**config.mk**
```make
export PLATFORM = sky130hd
export DESIGN_NAME = divider_leg_flat
export DESIGN_NICKNAME = d
export VERILOG_FILES = /design/src/rtl/divider_leg_if.sv /design/src/rtl/divider_leg.sv /design/src/flat_wrapper.sv
export SDC_FILE = /design/constraint.sdc
export NUM_CORES = 1
export LEC_CHECK = 0
export CORE_UTILIZATION = 50
export DETAILED_ROUTE_END_ITERATION = 6
export HOLD_SLACK_MARGIN = 0.12
export PLACE_DENSITY = 0.74
export SKIP_LAST_GASP = 1
export SYNTH_ARGS = -nofsm -noshare
export SYNTH_HDL_FRONTEND = slang
export SYNTH_SLANG_ARGS = --single-unit
```
**constraint.sdc**
```tcl
create_clock -name clk -period 3.15 [get_ports clk]
set_input_delay 0.63 -clock clk [delete_from_list [all_inputs] [get_ports clk]]
set_output_delay 0.63 -clock clk [all_outputs]
set_load 0.02 [all_outputs]
```
**src/rtl/divider_leg_if.sv**
```systemverilog
// divider_leg_if: carries the divided leg clock from the divider to its consumers.
interface divider_leg_if;
  logic clk_leg;
  modport master (output clk_leg);
  modport slave  (input  clk_leg);
endinterface

```
**src/rtl/divider_leg.sv**
```systemverilog
// divider_leg: divides clk by 2*HALF_PERIOD into a registered 50% square leg clock.
module divider_leg #(
  parameter int HALF_PERIOD = 5_000_000,
  parameter int CNT_W = (HALF_PERIOD > 1) ? $clog2(HALF_PERIOD) : 1
) (
  input  logic          clk,
  input  logic          reset,
  divider_leg_if.master leg_o
);
  if (HALF_PERIOD < 1) begin : g_bad_half_period
    $error("divider_leg: HALF_PERIOD must be at least 1");
  end
  localparam logic [CNT_W-1:0] TERM = CNT_W'(HALF_PERIOD - 1);
  logic [CNT_W-1:0] cnt_q = '0;
  logic [CNT_W-1:0] cnt_d;
  logic leg_q = 1'b0;
  logic leg_d;
  logic wrap;
  always_comb begin
    wrap  = cnt_q == TERM;
    cnt_d = wrap ? '0 : cnt_q + 1'b1;
    leg_d = wrap ? ~leg_q : leg_q;
  end
  always_ff @(posedge clk) begin
    if (reset) begin
      cnt_q <= '0;
      leg_q <= 1'b0;
    end else begin
      cnt_q <= cnt_d;
      leg_q <= leg_d;
    end
  end
  assign leg_o.clk_leg = leg_q;
endmodule

```
**src/flat_wrapper.sv**
```systemverilog
// flat-port wrapper written by rule: the top's interface ports become plain ports
module divider_leg_flat 
#(
  parameter int HALF_PERIOD = 5_000_000,
  parameter int CNT_W = (HALF_PERIOD > 1) ? $clog2(HALF_PERIOD) : 1
)
  (clk, reset, leg_o_clk_leg);
  divider_leg_if leg_o_i ();
  input  logic clk;
  input  logic reset;
  output wire logic [$bits(leg_o_i.clk_leg)-1:0] leg_o_clk_leg;
  assign leg_o_clk_leg = leg_o_i.clk_leg;
  divider_leg #(.HALF_PERIOD(HALF_PERIOD), .CNT_W(CNT_W)) u_core (.clk(clk), .reset(reset), .leg_o(leg_o_i));
endmodule
```
==> Word level (Yosys, flattened, before mapping) <==
Index checks and enable logic that the tools add are counted.
W data, S select, Z words.
{ "word_totals": {"elab_cells": 6, "in_bits": 2, "regBits": 24, "out_inout_bits": 1} }
{ "classes": {"n_reduce_logical": 1, "n_eq_ne": 1, "bitwise_logic": 1, "n_addsub": 1} }
{ "ops": {"columns": ["cell", "count"], "rows": [
  ["$add A23 B1 Y23 const B", 1],
  ["$eq A23 B23 Y1 const B", 1],
  ["$reduce_or A2 Y1", 1],
  ["$not A1 Y1", 1]
]} }

==> Depth between registers and ports, before layout <==
{ "logic_depth": {"depth_word": 2, "ltp_mapped": 7, "depth_no_buf": 5} }

==> Least setup slack after synthesis <==
Ideal clock, no wire load.
{ "synth_timing": {"path_type": "register -> register", "startpoint": "reg u_core.cnt_q[16]", "endpoint": "reg u_core.cnt_q[20]", "arrival_ns": 1.733, "required_ns": 3.025, "path_stages_with_launch": 6, "setup_time_ns": 0.125, "path_buffers": 1, "slack_ns": 1.292, "period_less_slack_ns": 1.858, "cell_sequence": "dfxtp_1 > or4b_1 > or4_4 > o21bai_2 > buf_4 > a21oi_1"} }
{ "synth_between": {"elab_chain_cells": 2, "word_cells_on_any_way": 3, "cone_classes": "add/sub (1); eq/ne (1); reduce/logical (1)"} }
{ "synth_lines": {"columns": ["item", "line", "rtl"], "rows": [
  ["start, declared", "divider_leg.sv:14", "logic [CNT_W-1:0] cnt_q = '0;"],
  ["start signal, assigned", "divider_leg.sv:29", "cnt_q <= cnt_d;"],
  ["branches (longest 2 deep; another with $add A23 B1 Y23)", null, null]
]} }
Several ways; the timed one is not identified.
A chain may end at the register's enable or synchronous reset.

==> Final worst setup path <==
{ "layout_timing": {"startpoint": "reg u_core.cnt_q[16]", "endpoint": "reg u_core.cnt_q[2]"} }
{ "layout_between": {"elab_chain_cells": 2} }
{ "layout_lines": {"columns": ["item", "line", "rtl"], "rows": [
  ["$eq A23 B23 Y1", "divider_leg.sv:20", "wrap = cnt_q == TERM;"],
  ["$reduce_or A2 Y1 (no line)", null, null]
]} }
No other way between the ends.

==> summary.log <==
INFO  timing         final_hold_viol_count=0
INFO  layout         number_of_fill_cells=175
INFO  worst_hold_path hold-path-cell-count=1
INFO  cts            ctsLongestPathBuffers=2
INFO  yosys          ys_seq_elements=24
INFO  cts            cts_resized=0
INFO  worst_hold_path whs_endpoint=u_core.cnt_q[0]
INFO  route          detail_route.first_pass.iterations=4
INFO  layout         drive_gt1_frac=0.0472
INFO  timing         layout_min_cycle_time=1.99ns
INFO  route          final_antenna_net_count=0
INFO  cts            clk_pin_slew=0.12ns
INFO  worst_setup_path data_required_time_of_the_worst_path=3.35ns
INFO  worst_setup_path crit-reg2reg-launch=u_core.cnt_q[16]
INFO  timing         grt_setup_unrepaired=no
INFO  layout         antenna_cells=0
INFO  route          wl_per_cell=13.3µm
INFO  floorplan      ioPinCount=3
INFO  worst_setup_path critical_path.startpoint=u_core.cnt_q[16]
INFO  worst_setup_path critPathMaxFanout=23
INFO  layout         area_growth_syn_to_layout=5.23%
INFO  placed_design  placement.setup.worst_slack=1.19ns
INFO  route          wl_met2=948µm
INFO  cts            clk-insertion-delay-late=0.31ns
INFO  route          top_layer_used=met4
INFO  route          m1WireLength=1020µm
INFO  timing         final_critical_path_setup_slack=1.16ns
INFO  worst_setup_path crit_path_start_kind=register
INFO  worst_hold_path type_of_the_tightest_min_delay_check=register to register
INFO  worst_setup_path critPathMaxStageDelay=0.52ns
INFO  grt            groute.usage.overall=0.196
INFO  yosys          synthesis.nets=129
INFO  floorplan      chipWidth=48.9µm
INFO  power_and_ir_drop max-vdd-ir-drop=0.239mV
INFO  grt            global_route.overflow_total=0
INFO  worst_setup_path critical_path.endpoint_type=register
INFO  grt            first_pass_grt_wire_length=3520µm
INFO  timing         fin_worst_hold_slack=0.443ns
INFO  cts            postCtsSetupBuffers=0
INFO  timing         relSlewSlack=0.802
INFO  power_and_ir_drop power_density=391nW/µm²
INFO  placed_design  placement.io_buffers=2
INFO  timing         fin_skew=0.00776ns
INFO  run            max_cap_viol_count=0
INFO  timing         setup-violations-final=0
INFO  yosys          syn_avg_cell_area=8.73µm²
INFO  layout         layoutNonFillerInstCount=154
INFO  floorplan      die_height=48.9µm
INFO  yosys          post_synth_instance_area=1100µm²
INFO  grt            via_count_of_the_first_global_routing_pass=798
INFO  cts            ctsRootBufferMaster=clkbuf_4
INFO  yosys          synth.distinct_cells=25
INFO  worst_setup_path timing.rr.end=u_core.cnt_q[2]
INFO  worst_setup_path reg2reg_slack=1.16ns
INFO  timing         timing.final.crit_share=0.633
INFO  timing         report.final.slew_viol_count=0
INFO  timing         setup_total_negative_slack=0ns
INFO  yosys          sequential_to_total_area_share_from_yosys_stat=0.437
INFO  yosys          ys_warn_count=0
INFO  cts            cts_hold_repair.buffers=0
INFO  worst_setup_path crit_slowest_cell=or4b_1
INFO  worst_setup_path critPathArrivalTime=2.20ns
INFO  placed_design  post_detailed_placement_half_perimeter_wirelength=1440µm
INFO  worst_setup_path ff2ff_path_depth=5
INFO  yosys          netlist_instances=126
INFO  layout         final_net_count=132
INFO  route          routed-wl-met3=49µm
INFO  grt            grt_max_degree=24
INFO  worst_setup_path worstSetupPathType=register to register
INFO  route          drt_drc_violations_left=0
INFO  layout         layout_common_cells=24 x dfxtp_1, 13 x nor2_1, 11 x a21oi_1
INFO  worst_hold_path hp-start=u_core.cnt_q[0]
INFO  placed_design  cell_count_post_placement=151
INFO  power_and_ir_drop total_leakage_power=0.000366µW
INFO  route          post_drt_via_cell_ratio=5.81
INFO  floorplan      die_footprint=2390µm²
INFO  cts            tritoncts=done
INFO  timing         worstMarginPinSlew=0.297ns
INFO  layout         layout_commonest_cell=dfxtp_1
INFO  cts            tritoncts_buffer_count=3
INFO  cts            htree_num_levels=1
INFO  cts            numClockSinks=24
INFO  route          drt-total-wl=2050µm
INFO  floorplan      placementRows=16
INFO  route          initialDrtViolationCount=20
INFO  placed_design  gp_routability_congestion=0.785
INFO  timing         timing.fmax=501MHz
INFO  floorplan      start_util=0.544
INFO  floorplan      coreArea=2020µm²
INFO  outcome        outcome=complete, no violations
INFO  route          num_vias=894
INFO  grt            initial_antenna_violation_count=0
INFO  worst_setup_path critical_path.cell_chain=or4b_1 > or4_4 > o21bai_2 > buf_4 > nor2_1
==> worst max-delay path by stage <==
stage / slack [ns] / end / cells past startpoint
detailed placement: 1.19 / u_core.cnt_q[4] / 5
CTS: 1.15 / u_core.cnt_q[18] / 5
floorplan: 1.29 / u_core.cnt_q[20] / 5
global route: 1.05 / u_core.cnt_q[4] / 5
global placement: 1.21 / u_core.cnt_q[5] / 5
finish: 1.16 / u_core.cnt_q[2] / 5
==> power breakdown <==
group | internal [µW] | switching (µW) | total, µW
Sequential | 307 | 2.48 | 309
Combinational | 5.92 | 9.47 | 15.4
Clock | 44.7 | 83.2 | 128
==> cell type report <==
class / count / area (µm²) / area share
Tap cell: 27 / 33.8 / 0.0292
Timing Repair Buffer: 3 / 27.5 / 0.0238
Clock buffer: 3 / 22.5 / 0.0195
Inverter: 3 / 11.3 / 0.00973
Sequential cell: 24 / 480 / 0.415
Multi-Input combinational cell: 94 / 582 / 0.503
==> through the flow <==
step | area (µm²) | utilization | power (µW)
2_1_floorplan | 1100 | - | 328
3_3_place_gp | 1130 | 0.561 | 331
3_5_place_dp | 1130 | 0.561 | 331
4_1_cts | 1160 | 0.572 | 461
5_1_grt | 1160 | 0.572 | 482
6_report | 1160 | 0.572 | 452
==> state kept, by name (all words and copies together) (netlist names) <==
| name | count |
|---|---|
| u_core.leg_o.clk_leg | 1 |
| u_core.cnt_q | 23 |
==> routing by layer <==
| layer | up-vias | global-route usage |
|---|---|---|
| met2 | 6 | 0.315 |
| met4 | 0 | 0.0882 |
| li1 | 459 | - |
| met5 | - | 0 |
| met1 | 425 | 0.235 |
| met3 | 4 | 0.0685 |
==> kinds of logic after synthesis <==
| logic type | Yosys count | synth area share |
|---|---|---|
| buf+inv | 8 | 0.0341 |
| simple gates | 59 | 0.313 |
| fa+ha+maj | 1 | 0.0114 |
| xor+xnor | 11 | 0.0876 |
| flops | 24 | 0.437 |
| compound gates | 23 | 0.117 |
==> synth_stat cells, drive strengths merged <==
master,count,area (µm²)
dfxtp,24,480
nor2,13,48.8
a21oi,11,55.1
nand4,8,50.1
o21ai,8,40.0
or3,8,50.1
xor2,8,70.1
nand2,6,22.5
nand3,6,30.0
or4,4,33.8
and2,3,18.8
and3,3,18.8
and4,3,26.3
clkbuf,3,11.3
inv,3,11.3
o31ai,3,22.5
xnor2,3,26.3
buf,2,15.0
or4b,2,20.0
ha,1,12.5
nand4b,1,8.76
nor3b,1,7.51
nor4b,1,8.76
o21bai,1,11.3
==> worst max-delay path: cells and delay by family, from the launching register on <==
family	cells	cell delay [ns]
AND/OR/NAND/NOR	3	1.10
flip-flops	1	0.37
buffers and inverters	1	0.27
AO/OA/AOI/OAI	1	0.14
Power figures use the tool's default switching activity.
